==> src/rtl/ram_port_arbiter.sv <==
// ram_port_arbiter: lets two independent requesters share one RAM that has
// separate write/read address ports and a registered read.
//   clk, rst            : clock, synchronous active-high reset
//   reqN_valid/ready    : request handshake (accepted when valid && ready)
//   reqN_we/addr/wdata  : transaction fields, 1 = write, 0 = read
//   rspN_valid/rdata    : one-cycle read response pulse; rdata holds between pulses
//   ram_we/data/write_addr/read_addr : driven to the RAM
//   ram_q               : read data from the RAM, valid RD_LAT clocks after read_addr
// Round-robin arbitration, one transaction in flight at a time.
module ram_port_arbiter #(
  parameter int unsigned ADDR_W = 6,
  parameter int unsigned DATA_W = 8,
  parameter int unsigned RD_LAT = 1
) (
  input  logic              clk,
  input  logic              rst,
  input  logic              req0_valid,
  output logic              req0_ready,
  input  logic              req0_we,
  input  logic [ADDR_W-1:0] req0_addr,
  input  logic [DATA_W-1:0] req0_wdata,
  output logic              rsp0_valid,
  output logic [DATA_W-1:0] rsp0_rdata,
  input  logic              req1_valid,
  output logic              req1_ready,
  input  logic              req1_we,
  input  logic [ADDR_W-1:0] req1_addr,
  input  logic [DATA_W-1:0] req1_wdata,
  output logic              rsp1_valid,
  output logic [DATA_W-1:0] rsp1_rdata,
  output logic              ram_we,
  output logic [DATA_W-1:0] ram_data,
  output logic [ADDR_W-1:0] ram_write_addr,
  output logic [ADDR_W-1:0] ram_read_addr,
  input  logic [DATA_W-1:0] ram_q
);

  localparam logic [2:0] LAT_LOAD = 3'(RD_LAT);

  typedef enum logic [1:0] {IDLE, ISSUE, WAIT, RESP} state_e;

  state_e              state_q, state_d;
  logic                last_grant_q, last_grant_d;
  logic                gnt_q, gnt_d;
  logic                we_q, we_d;
  logic [2:0]          cnt_q, cnt_d;
  logic [DATA_W-1:0]   ram_data_q, ram_data_d;
  logic [ADDR_W-1:0]   ram_write_addr_q, ram_write_addr_d;
  logic [ADDR_W-1:0]   ram_read_addr_q, ram_read_addr_d;
  logic                rsp0_valid_q, rsp0_valid_d;
  logic                rsp1_valid_q, rsp1_valid_d;
  logic [DATA_W-1:0]   rsp0_rdata_q, rsp0_rdata_d;
  logic [DATA_W-1:0]   rsp1_rdata_q, rsp1_rdata_d;

  logic                grant;
  logic                sel_we;
  logic [ADDR_W-1:0]   sel_addr;
  logic [DATA_W-1:0]   sel_wdata;

  always_comb begin
    state_d          = state_q;
    last_grant_d     = last_grant_q;
    gnt_d            = gnt_q;
    we_d             = we_q;
    cnt_d            = cnt_q;
    ram_data_d       = ram_data_q;
    ram_write_addr_d = ram_write_addr_q;
    ram_read_addr_d  = ram_read_addr_q;
    rsp0_valid_d     = 1'b0;
    rsp1_valid_d     = 1'b0;
    rsp0_rdata_d     = rsp0_rdata_q;
    rsp1_rdata_d     = rsp1_rdata_q;
    req0_ready       = 1'b0;
    req1_ready       = 1'b0;
    grant            = 1'b0;
    sel_we           = 1'b0;
    sel_addr         = '0;
    sel_wdata        = '0;

    unique case (state_q)
      IDLE: begin
        if (!rst && (req0_valid || req1_valid)) begin
          // Contention goes to whoever did not win last; otherwise the sole requester.
          grant      = (req0_valid && req1_valid) ? ~last_grant_q : req1_valid;
          req0_ready = ~grant;
          req1_ready = grant;
          sel_we     = grant ? req1_we    : req0_we;
          sel_addr   = grant ? req1_addr  : req0_addr;
          sel_wdata  = grant ? req1_wdata : req0_wdata;
          gnt_d        = grant;
          last_grant_d = grant;
          we_d         = sel_we;
          // RAM-side registers double as the transaction latch, so the
          // address/data appear on the RAM pins in the ISSUE cycle.
          if (sel_we) begin
            ram_write_addr_d = sel_addr;
            ram_data_d       = sel_wdata;
          end else begin
            ram_read_addr_d  = sel_addr;
          end
          state_d = ISSUE;
        end
      end
      ISSUE: begin
        if (we_q) begin
          state_d = IDLE;
        end else begin
          cnt_d   = LAT_LOAD;
          state_d = WAIT;
        end
      end
      WAIT: begin
        cnt_d = cnt_q - 3'd1;
        if (cnt_q == 3'd1) begin
          if (gnt_q) begin
            rsp1_valid_d = 1'b1;
            rsp1_rdata_d = ram_q;
          end else begin
            rsp0_valid_d = 1'b1;
            rsp0_rdata_d = ram_q;
          end
          state_d = RESP;
        end
      end
      RESP: begin
        state_d = IDLE;
      end
      default: begin
        state_d = IDLE;
      end
    endcase
  end

  always_ff @(posedge clk) begin
    if (rst) begin
      state_q          <= IDLE;
      last_grant_q     <= 1'b1;
      gnt_q            <= 1'b0;
      we_q             <= 1'b0;
      cnt_q            <= '0;
      ram_data_q       <= '0;
      ram_write_addr_q <= '0;
      ram_read_addr_q  <= '0;
      rsp0_valid_q     <= 1'b0;
      rsp1_valid_q     <= 1'b0;
      rsp0_rdata_q     <= '0;
      rsp1_rdata_q     <= '0;
    end else begin
      state_q          <= state_d;
      last_grant_q     <= last_grant_d;
      gnt_q            <= gnt_d;
      we_q             <= we_d;
      cnt_q            <= cnt_d;
      ram_data_q       <= ram_data_d;
      ram_write_addr_q <= ram_write_addr_d;
      ram_read_addr_q  <= ram_read_addr_d;
      rsp0_valid_q     <= rsp0_valid_d;
      rsp1_valid_q     <= rsp1_valid_d;
      rsp0_rdata_q     <= rsp0_rdata_d;
      rsp1_rdata_q     <= rsp1_rdata_d;
    end
  end

  // Write strobe is decoded from state so a reset landing on the ISSUE
  // cycle suppresses the write in that same cycle.
  assign ram_we         = (state_q == ISSUE) && we_q && !rst;
  assign ram_data       = ram_data_q;
  assign ram_write_addr = ram_write_addr_q;
  assign ram_read_addr  = ram_read_addr_q;
  assign rsp0_valid     = rsp0_valid_q;
  assign rsp1_valid     = rsp1_valid_q;
  assign rsp0_rdata     = rsp0_rdata_q;
  assign rsp1_rdata     = rsp1_rdata_q;

endmodule

==> config.mk <==
export PLATFORM = sky130hd
export DESIGN_NAME = ram_port_arbiter
export DESIGN_NICKNAME = d
export VERILOG_FILES = /design/src/rtl/ram_port_arbiter.sv
export SDC_FILE = /design/constraint.sdc
export NUM_CORES = 1
export LEC_CHECK = 0
export ABC_AREA = 1
export CAP_MARGIN = 15
export CORE_MARGIN = 2
export CORE_UTILIZATION = 25
export DETAILED_ROUTE_END_ITERATION = 6
export GPL_TIMING_DRIVEN = 0
export MAX_ROUTING_LAYER = met4
export SLEW_MARGIN = 20
export SYNTH_ARGS = -nofsm -noshare
export SYNTH_HDL_FRONTEND = slang
export SYNTH_SLANG_ARGS = --single-unit
==> constraint.sdc <==
create_clock -name clk -period 3.6 [get_ports clk]
set_clock_uncertainty 0.05 [all_clocks]
set_input_delay 0.54 -clock clk [delete_from_list [all_inputs] [get_ports clk]]
set_output_delay 0.54 -clock clk [all_outputs]
set_load 0.05 [all_outputs]
==> out/qor.txt <==
status -> finished clean
Hold Slack -> 417.3 ps
Req. time, crit path -> 3010 ps
Hold Violations, Final -> 0
CP max stage delay -> 840 ps
critical path's slowest cell -> clkdlybuf4s50_1
global placer's final weighted congestion -> 0.7758
final setup fails -> 0
Die H -> 96.81 um
Clock Latency Late Sink -> 290 ps
final core utilization -> 0.3866
final setup TNS -> 0 ps
Worst setup SP type -> input pin
Distinct cells, synth -> 23
Crit. End Element -> output port
Reg2Reg Capture Point -> ram_data[0]
CTS tree -> yes
TritonCTS Buffers -> 5
max-cap violations -> 0
Tot GR Track Use -> 0.1238
clk sink count -> 46
# IOs -> 83
Finished Layout Cells -> 520
CTS Root Cell -> clkbuf_8
pwr dens -> 411.2 nW/um2
unrepaired setup endpoints after global routing -> no
Die Wd -> 96.81 um
CTS clk-pin slew, worst paths -> 80 ps
Resized cells post-CTS -> 0
worst-path fanout max -> 10
dpl ws -> 188.5 ps
WP depth -> 6
vias in the first global route -> 2081
synthesis-to-layout area growth -> 48.98%
CP arrival -> 2750 ps
sequential fraction of the synthesis area -> 0.4277
most frequent CP cell -> clkdlybuf4s50_1
register bit total from synthesis -> 46
period utilization -> 0.9272
Net Count, Synth -> 370
min cycle time layout -> 3338 ps
Mapped Area -> 2153 um2
max-slew violations -> 0
worst path bufs/invs -> 3
worst setup path category -> input pin to output port
worst min path class -> flop to flop
Achievable Freq -> 299.6 MHz
CP Cell Sequence -> clkdlybuf4s50_1 > nand2_2 > nand2_4 > clkinv_1 > nor2_1 > clkdlybuf4s50_1
initial drt markers -> 30
Cells after Synth -> 326
R2R setup slack -> 2160 ps
Post-DP HPWL -> 4263 um
critical register-to-register path startpoint -> last_grant_q
die area -> 9371 um2
maximum vdd drop -> 0.1631 mV
Setup Fix Bufs, Post-CTS -> 0
area of the core -> 8299 um2
setup slack after layout -> 262.2 ps
most frequent cells in the layout -> nand2_1, nor2_1, clkdlybuf4s50_1, dfxtp_1, inv_1
Cells after DPL -> 512
CTS Hold Buffers Added -> 0
pin count of the biggest net entering global routing -> 16
CP startpoint -> req0_valid
worst relative slew slack -> 0.6442
total grt overflow -> 0
Initial Util -> 0.2595
H-tree levels -> 2
global-route wire length before repair -> 9487 um
measured slew at the worst slew-check pin -> 532.0 ps
post-route ant nets -> 0
commonest non-fill, non-tap cell in the layout -> nand2_1
CTS max path bufs -> 2
Worst Reg-to-Reg Cells -> 7
mean post-synth cell area -> 6.605 um2
family with the most delay on the worst path -> buffers and inverters
CP endpoint -> req0_ready
num rows -> 33
layout cell share with drive strength beyond 1 -> 0.07952
ant diodes -> 0
DRC violations left -> 0
vias -> 2114
routed len/inst -> 10.38 um
wirelength, routed -> 5395 um
Ys Warns -> 0
leakage -> 1.447 nW
nets@finish -> 458
DR pass1 iterations -> 4
Vias/cell -> 4.065
port bufs -> 81
initial antenna violation count -> 0
[worst min-delay path by stage]
stage | from | end | slack, ps | cells past startpoint
2_1_floorplan | cnt_q[1] | cnt_q[1] | 380 | 2
3_3_place_gp | cnt_q[1] | cnt_q[1] | 400 | 2
3_5_place_dp | cnt_q[1] | cnt_q[1] | 410 | 2
4_1_cts | cnt_q[1] | cnt_q[1] | 420 | 2
5_1_grt | cnt_q[1] | cnt_q[1] | 430 | 2
6_report | cnt_q[1] | cnt_q[1] | 420 | 2
[layer usage]
layer  vias to the layer above  track usage  wire (um)
met5                         -            -          0
met4                         0      0.03250         57
met3                         5      0.03540        325
met2                        58       0.2041       2415
met1                       900       0.1488       2597
li1                       1151            -          -
[synth_stat cells]
cell / count / area (um2)
inv_1: 31 / 116.4
nor2_1: 81 / 304.0
nand3b_1: 7 / 52.55
buf_1: 1 / 3.750
ha_1: 2 / 25.02
nand2_4: 3 / 33.78
dfxtp_1: 46 / 920.9
o21ai_0: 3 / 15.01
a21oi_1: 4 / 20.02
clkbuf_1: 1 / 3.750
inv_2: 2 / 7.510
clkinv_1: 1 / 3.750
nand2_2: 3 / 18.77
buf_2: 3 / 15.01
nand2_1: 108 / 405.4
nand3_1: 15 / 75.07
buf_6: 1 / 11.26
nand4_1: 1 / 6.260
nand3_2: 1 / 10.01
nor2_4: 5 / 56.30
or2_2: 1 / 6.260
nor2_2: 2 / 12.51
buf_4: 4 / 30.03
[metrics by stage]
step                      instance area [um2]  power [mW]
after floorplan                          2153      0.8120
after global placement                   3095      0.9396
after detailed placement                 3095      0.9431
after CTS                                3208       1.337
after global routing                     3208       1.399
final                                    3208       1.319
[area by class of cell]
type                    count  area, um2
clock inverters             3      43.79
plain buffers              10      63.81
clock buffers               5      68.82
inverters                  34      127.6
repair buffers             81      810.8
fillers                   904       5091
multi-input cells         236       1041
flip-flops and latches     46      920.9
well taps                 105      131.4
[tightest hold or removal path, stage by stage (launching register included)]
cell     delay, ps
dfxtp_1        320
nand2_1         60
a21oi_1         50
[report_power, final]
group / switching [mW] / internal (mW) / leakage, nW
registers: 0.0221 / 0.544 / 0.375
clock network: 0.183 / 0.208 / 0.0585
logic: 0.222 / 0.139 / 1.01
[flip-flops by register name, summed over array words and instances (netlist names), named ones only]
register and count:
ram_read_addr 6, cnt_q 3, ram_write_addr 6, gnt_q 1, rsp1_valid 1, last_grant_q 1
state_q 1, we_q 1, ram_data 8, rsp1_rdata 8, rsp0_valid 1, rsp0_rdata 8
[cells by family (layout without fill, tap and decap cells)]
group,after synthesis,in the layout,synth area share
flip-flops,46,46,0.4277
AND/OR/NAND/NOR,227,227,0.4555
AO/OA/AOI/OAI,7,7,0.01627
adder cells (fa/ha/maj),2,2,0.01162
buffers and inverters,44,133,0.08890
(Power assumes the default switching activity.)
